--- src/rtl/seven_seg_pkg.sv ---
// Shared types and segment encodings for the two-digit multiplexed display.
// Patterns are {g,f,e,d,c,b,a}, active-low.
package seven_seg_pkg;

  typedef enum logic [1:0] {
    S_D0 = 2'd0,
    S_G0 = 2'd1,
    S_D1 = 2'd2,
    S_G1 = 2'd3
  } state_t;

  localparam logic [6:0] SEG_0     = 7'h40;
  localparam logic [6:0] SEG_1     = 7'h79;
  localparam logic [6:0] SEG_2     = 7'h24;
  localparam logic [6:0] SEG_3     = 7'h30;
  localparam logic [6:0] SEG_4     = 7'h19;
  localparam logic [6:0] SEG_5     = 7'h12;
  localparam logic [6:0] SEG_6     = 7'h02;
  localparam logic [6:0] SEG_7     = 7'h78;
  localparam logic [6:0] SEG_8     = 7'h00;
  localparam logic [6:0] SEG_9     = 7'h10;
  localparam logic [6:0] SEG_E     = 7'h06;
  localparam logic [6:0] SEG_BLANK = 7'h7F;

endpackage

--- src/rtl/bcd_to_seg.sv ---
// Combinational BCD to active-low seven-segment decoder.
// Non-BCD codes 10..15 show 'E' so a decoder fault is visible on the panel.
module bcd_to_seg
  import seven_seg_pkg::*;
(
  input  logic [3:0] bcd,
  output logic [6:0] seg
);

  always_comb begin
    seg = SEG_E;
    case (bcd)
      4'd0: seg = SEG_0;
      4'd1: seg = SEG_1;
      4'd2: seg = SEG_2;
      4'd3: seg = SEG_3;
      4'd4: seg = SEG_4;
      4'd5: seg = SEG_5;
      4'd6: seg = SEG_6;
      4'd7: seg = SEG_7;
      4'd8: seg = SEG_8;
      4'd9: seg = SEG_9;
      default: seg = SEG_E;
    endcase
  end

endmodule

--- src/rtl/seven_seg_scan.sv ---
// Two-digit seven-segment scanner: ones, guard, tens, guard, repeating.
// state | meaning
// S_D0  | ones digit driven for DIV cycles
// S_G0  | all anodes off for GUARD cycles
// S_D1  | tens digit driven (or blanked as leading zero) for DIV cycles
// S_G1  | all anodes off for GUARD cycles
module seven_seg_scan
  import seven_seg_pkg::*;
#(
  parameter int DIV   = 50000,
  parameter int GUARD = 16
) (
  input  logic       clk,
  input  logic       rst_n,
  input  logic [3:0] y1,
  input  logic [3:0] y0,
  input  logic       load,
  input  logic       blank_lz,
  output logic [6:0] seg,
  output logic [1:0] an
);

  localparam int              CW     = $clog2(DIV);
  localparam logic [CW-1:0]   D_LAST = CW'(DIV - 1);
  localparam logic [CW-1:0]   G_LAST = CW'(GUARD - 1);

  state_t        state;
  logic [CW-1:0] cnt;
  logic [3:0]    d1;
  logic [3:0]    d0;
  logic [3:0]    digit;
  logic [6:0]    pattern;
  logic          last;

  // Single shared decoder; the mux only looks at registered digits.
  assign digit = (state == S_D1) ? d1 : d0;

  bcd_to_seg u_dec (
    .bcd (digit),
    .seg (pattern)
  );

  assign last = (state == S_D0 || state == S_D1) ? (cnt == D_LAST) : (cnt == G_LAST);

  always_ff @(posedge clk) begin
    if (!rst_n) begin
      state <= S_D0;
      cnt   <= '0;
      d1    <= 4'd0;
      d0    <= 4'd0;
      seg   <= SEG_BLANK;
      an    <= 2'b11;
    end else begin
      if (load) begin
        d1 <= y1;
        d0 <= y0;
      end

      if (last) begin
        cnt <= '0;
        case (state)
          S_D0:    state <= S_G0;
          S_G0:    state <= S_D1;
          S_D1:    state <= S_G1;
          default: state <= S_D0;
        endcase
      end else begin
        cnt <= cnt + 1'b1;
      end

      // Outputs follow the current state, so they trail it by one cycle.
      case (state)
        S_D0: begin
          an  <= 2'b10;
          seg <= pattern;
        end
        S_D1: begin
          if (blank_lz && d1 == 4'd0) begin
            an  <= 2'b11;
            seg <= SEG_BLANK;
          end else begin
            an  <= 2'b01;
            seg <= pattern;
          end
        end
        default: begin
          an  <= 2'b11;
          seg <= SEG_BLANK;
        end
      endcase
    end
  end

endmodule

--- config.mk ---
export PLATFORM = sky130hd
export DESIGN_NAME = seven_seg_scan
export DESIGN_NICKNAME = d
export VERILOG_FILES = /design/src/rtl/seven_seg_pkg.sv /design/src/rtl/bcd_to_seg.sv /design/src/rtl/seven_seg_scan.sv
export SDC_FILE = /design/constraint.sdc
export NUM_CORES = 1
export LEC_CHECK = 0
export CAP_MARGIN = 10
export CORE_UTILIZATION = 51
export CTS_BUF_LIST = sky130_fd_sc_hd__clkbuf_8
export DETAILED_ROUTE_END_ITERATION = 6
export PLACE_DENSITY = 0.76
export SYNTH_ARGS = -nofsm -noshare
export SYNTH_HDL_FRONTEND = slang
export SYNTH_SLANG_ARGS = --single-unit
--- constraint.sdc ---
create_clock -name clk -period 2.04 [get_ports clk]
set_clock_uncertainty 0.15 [all_clocks]
set_input_delay 0.306 -clock clk [delete_from_list [all_inputs] [get_ports clk]]
set_output_delay 0.306 -clock clk [all_outputs]
set_load 0.03 [all_outputs]
==> flow_summary.yaml <==
power:
  power_density_nw_per_um2: 688.7
  switching_share_pct: 25.19
  p_seq_share_pct: 52.8
  p_leak_uw: 0.0007543
  switching_power_uw: 346.3
  p_int_uw: 1028
  ir_worst_vdd_uv: 500.8
  combPwrFrac_pct: 12.4
  pwr-share-clk_pct: 34.7
placement:
  place_congestion: 0.8032
  pre_cts_slack_ps: -5.021
  io_buffers: 20
  placed_area_sq_um: 1897
  post-dp-hpwl_mm: 2.345
hold_path:
  worst_hold_path_type: "reg -> reg"
  holdPathStages: 1
drt:
  drt-total-wl_mm: 3.188
  vias_per_cell: 5.394
  wire_per_inst_microns: 13.51
  initialDrtViolationCount: 55
  ant_nets: 0
  num_vias: 1273
  drc: 0
  firstDrtPassIters: 4
setup_path:
  critPathTopFamily: "simple AND/OR/NAND/NOR gates"
  crit_start: "cnt[13]$_SDFF_PP0_"
  endpoint: "cnt[12]$_SDFF_PP0_"
  crit_type: "reg -> reg"
  cp.depth: 5
  crit_required_ps: 2070
  arrival_ps: 2060
  end_kind: "flip-flop"
  r2r_cells: 5
  slowest_stage: "or4_4"
  r2r-start: "cnt[13]$_SDFF_PP0_"
  r2r_slack_ps: 10
  slowest_delay_ps: 570
  start_kind: "flip-flop"
  worst-path-buf-inv: 1
  rr_endpoint: "cnt[12]$_SDFF_PP0_"
  worstPathMaxFanout: 16
  crit_chain: "or4_1, or4_4, o21ai_4, buf_12, nor2_1"
sta:
  timing.setup.tns_ps: 0
  finalSetupViolations: 0
  slew_violations: 0
  period_share_pct: 99.51
  worst_hold_slack_ps: 322.8
  finalCriticalPeriod_ps: 2030
  rsz0062_at_grt: "true"
  fin_ws_ps: 9.975
  tightest_slew_ps: 484.2
  timing.fmax_mhz: 492.6
  hold_viol_final: 0
  slew_headroom_pct: 67.62
global_routing:
  grt_use_total_pct: 20.94
  grt_pass1_vias: 1246
  grt_pass1_wl_mm: 5.285
  antenna_found_initial: 0
  overflow: 0
  grt_start_max_net_pins: 17
floorplan:
  dieArea_sq_um: 3351
  pin_count: 21
  dieWidth_microns: 57.89
  initial_core_util_pct: 55.83
  core-area_sq_um: 2853
  rows: 19
  fp.dieH_microns: 57.89
layout:
  drive_gt1_share_pct: 13.66
  antenna_cells: 0
  flow.area_growth_from_synthesis_pct: 25.29
  fin_area_sq_um: 1996
  fin_nets: 225
cts:
  cts-root-buf: "clkbuf_8"
  ctsHoldBuffers: 0
  clockBufferDepth: 2
  clk_transition_reported_paths_ps: 70
  cts_tree: "done"
  cts_sinks: 35
  clock_latency_ps: 280
  cts-htree-levels: 2
  cts_buffers: 5
synthesis:
  synth_fp_nets: 193
  synthCells: 172
  yosysSeqAreaShare_pct: 43.99
  synth_edf_count: 0
  ys_ff_latch: 35
  synthArstFlopShare_pct: 0
  yosysWarnings: 0
  syn-cell-area_sq_um: 1593
  yosysUniqueCellTypes: 29
  avgSynthCellArea_sq_um: 9.260
  synth-main-ff-cell: "dfxtp_1"
run_status:
  outcome: "complete, no violations"
job:
  drv_cap: 0
==> logic make-up (layout without fill, tap and decap cells) <==
family                     count (synthesis)  after routing  share of synthesized area [%]
and+or+nand+nor                           68             68                          20.82
buffers and inverters                     14             47                          3.770
AOI/OAI and AO/OA                         16             16                          6.442
xor gates and xnor gates                  15             15                          8.248
adders and majority gates                  9              9                          7.070
DFF                                       35             35                          43.99
muxes                                     15             15                          9.662
==> worst min path at each step <==
stage                              endpoint         startpoint  slack, ps
after detailed placement  cnt[0]$_SDFF_PP0_  cnt[0]$_SDFF_PP0_        310
final                     cnt[0]$_SDFF_PP0_  cnt[0]$_SDFF_PP0_        320
after global routing      cnt[0]$_SDFF_PP0_  cnt[0]$_SDFF_PP0_        360
after CTS                 cnt[0]$_SDFF_PP0_  cnt[0]$_SDFF_PP0_        330
after floorplan           cnt[0]$_SDFF_PP0_  cnt[0]$_SDFF_PP0_        280
after global placement    cnt[0]$_SDFF_PP0_  cnt[0]$_SDFF_PP0_        290
==> worst register-to-register path, delay by kind of cell, from the launching register on <==
kind / cells / cell delay [ps]
buffers and inverters: 1 / 150
flip-flops: 1 / 310
AO/OA/AOI/OAI: 1 / 160
AND/OR/NAND/NOR: 3 / 1140
==> layout by cell type, fill, tap and decap left out, types with 8 or more instances in the layout <==
cell and instances:
nor2b_1 8, xnor2_1 14, ha_1 8, clkdlybuf4s50_1 20, mux2i_1 11, dfxtp_1 35
nor2_1 26, buf_4 9, nand2_1 11, inv_1 8
==> Yosys cell counts, drive strengths merged, types with 2 or more instances <==
cell / number / area [sq um]
a21oi: 5 / 25.02
clkbuf: 4 / 15.01
dfxtp: 35 / 700.7
ha: 9 / 112.6
inv: 9 / 33.78
mux2: 3 / 33.78
mux2i: 12 / 120.1
nand2: 11 / 41.29
nand3: 5 / 25.02
nand4: 3 / 18.77
nor2: 27 / 101.4
nor2b: 8 / 50.05
nor3: 3 / 15.01
nor4: 5 / 31.28
o21ai: 7 / 46.30
or4: 2 / 18.77
xnor2: 14 / 122.6
==> power by group through the flow <==
stage	clock network [uW]	logic, uW	registers, uW
floorplan	0	71.2	765
global placement	0	165	740
detailed placement	0	170	742
CTS	490	171	726
global route	510	187	729
finish	477	171	726
==> through the flow <==
stage | total power (uW) | instances | util, %
5_1_grt | 1426 | 236 | 69.96
4_1_cts | 1387 | 236 | 69.61
3_5_place_dp | 911.6 | 228 | 66.49
2_1_floorplan | 836.7 | 172 | -
6_report | 1374 | 236 | 69.96
3_3_place_gp | 904.5 | 228 | 66.49
==> final cells by class <==
type                       instances  area [sq um]
inverter                           9         33.78
sequential                        35         700.7
clock buffer                       5         68.82
clock inverter                     3         15.01
timing repair buffer              30         287.8
tap                               31         38.79
multi-input combinational        123         850.8
fill                             228         857.1
==> state kept, by name, summed over array words and instances (netlist names) <==
name,flops
cnt,16
d0,4
state,2
seg,7
an,2
d1,4
==> metal layers <==
| layer | global-route usage (%) | vias up | part of all wire (%) |
|---|---|---|---|
| met3 | 5.357 | 6 | 2.5 |
| met4 | 10.20 | 0 | 1.9 |
| met5 | 0 | - | 0 |
| met1 | 24.50 | 599 | 45 |
| li1 | - | 647 | - |
| met2 | 35.63 | 21 | 51 |
==> what timing repair did <==
item,CTS,global route
gates resized for setup,2,3
gates cloned,0,0
endpoints found under the setup margin,4,20
pin swaps,0,0
endpoints found under the hold margin,0,0
buffers inserted,0,0
Note: power is estimated with default switching activity, not from simulation.
==> edit, RTL diff (config.mk and constraints unchanged) <==
`GUARD`: 16 -> 15.
--- a/src/rtl/seven_seg_scan.sv
+++ b/src/rtl/seven_seg_scan.sv
@@ -8,7 +8,7 @@
   import seven_seg_pkg::*;
 #(
   parameter int DIV   = 50000,
-  parameter int GUARD = 16
+  parameter int GUARD = 15
 ) (
   input  logic       clk,
   input  logic       rst_n,
Function: no difference found for any inputs over 10 cycles, from zero or initial values and one cycle with rst_n low; that may be too few to reach the edited logic, so the function may still have changed.
==> edit against the unedited design <==
  * Setup slack gained 0.16 ns
  * Routed wire length shrank 1.1%
  * Sequential cell count is the same
  * Via count shrank 2.0%
  * Design area grew 0.75%
  * Total power grew 5.0%
  * Area after synthesis grew 1.4%
==> edit: results <==
set metrics [dict create \
    status "completed" \
    reg2reg_from "state[0]" \
    num_vias 1248 \
    p_switching_mw 0.346 \
    wl_met1_um 1430 \
    first_pass_iters 4 \
    rrSetupSlack_ns 0.17 \
    numCtsBuffers 5 \
    cts_setup_buffers 0 \
    drive_above_1_share_pct 12.2 \
    reg_top3 "cnt x16, seg x7" \
    pre_cts_ws_ns -0.0148 \
    grt_pass1_wl_um 5310 \
    yosysSeqAreaShare_pct 43.4 \
    critPathArrivalTime_ns 1.86 \
    use_met2_pct 34.8 \
    cts_root_buf "clkbuf_8" \
    leakage_nw 0.797 \
    portBuffers 20 \
    use_met1_pct 25.0 \
    hold-worst-slack_ns 0.355 \
    synthArstFlopShare_pct 0 \
    gp_congestion 0.799 \
    reg2reg_to "seg[4]" \
    crit_fanout 5 \
    dp.cells 233 \
    diodes 0 \
    syn_nets 188 \
    hold_buffers 0 \
    peakVddDrop_v 0.000551 \
    hold_start "d0[1]" \
    cts_buffer_depth 2 \
    dpl.hpwl_um 2370 \
    whs_endpoint "d0[1]" \
    grt_max_degree 16 \
    clkTransAtPathRegs_ns 0.07 \
    worst_pin_slew_ns 0.453 \
    wl_met3_um 126 \
    grt_antenna_before_repair 0 \
    htreeDepth 2 \
    wl_per_cell_um 13.1 \
    synthTopCellsByArea "dfxtp_1 (43%), mux2i_1 (9.9%), xnor2_1 (7.0%)" \
    ys_warn_count 0 \
    viasPerCell 5.18 \
    fin_nets 217 \
    rr_worst_depth 7 \
    track_usage_pct 20.9 \
    insertion_delay_ns 0.29 \
    syn_avg_cell_area_um2 9.67 \
    min_path_type "register to register" \
    first_iter_violations 48 \
    route.met2.wl_um 1530 \
    hold_depth 2 \
    synth_commonest_cells "dfxtp_1 (35), nor2_1 (27), mux2i_1 (16)" \
    maxUsedRoutingLayer "met4" \
    ys_types 32 \
]
-- edit: power by group through the flow --
stage	sequential (mW)	combinational, mW	clock (mW)
3_3_place_gp	0.744	0.161	0
3_5_place_dp	0.746	0.166	0
6_report	0.731	0.167	0.545
2_1_floorplan	0.769	0.0698	0
4_1_cts	0.731	0.168	0.554
5_1_grt	0.734	0.184	0.577
-- edit: through the flow --
stage / cell area (µm²) / TNS, ns
after floorplan: 1620 / 0
after global placement: 1890 / 0
after detailed placement: 1890 / -0.0148
after CTS: 2000 / 0
after global routing: 2010 / 0
final: 2010 / 0
-- edit: logic make-up after synthesis --
| kind of cell | count (synthesis) | synth area share [%] |
|---|---|---|
| mux | 18 | 12.0 |
| buf+inv | 11 | 3.10 |
| xor+xnor | 15 | 8.13 |
| fa+ha+maj | 9 | 6.97 |
| compound gates | 14 | 6.12 |
| flops | 35 | 43.4 |
| simple gates | 65 | 20.3 |
-- edit: cell type report --
class                           count  area, µm²
Sequential cell                    35        701
Fill cell                         237       1020
Inverter                            8       30.0
Tap cell                           44       55.1
Clock inverter                      1       3.75
Timing Repair Buffer               25        238
Multi-Input combinational cell    121        887
Clock buffer                        7       96.3
-- edit: critical path: stages, from the launching register on --
cell and delay [ns]:
dfxtp_1 0.42, inv_2 0.09, ha_4 0.19, mux2i_2 0.21, inv_1 0.09, ha_1 0.24
o211ai_1 0.19, o311ai_0 0.14
-- edit: worst max-delay path by stage --
stage | start | to | slack (ns) | cells after the start
2_1_floorplan | state[0] | seg[4] | 0.01 | 8
3_3_place_gp | state[0] | seg[4] | 0.10 | 6
3_5_place_dp | state[0] | seg[4] | -0.01 | 7
4_1_cts | state[0] | seg[4] | 0.05 | 7
5_1_grt | state[0] | seg[4] | 0.03 | 7
6_report | state[0] | seg[4] | 0.17 | 7
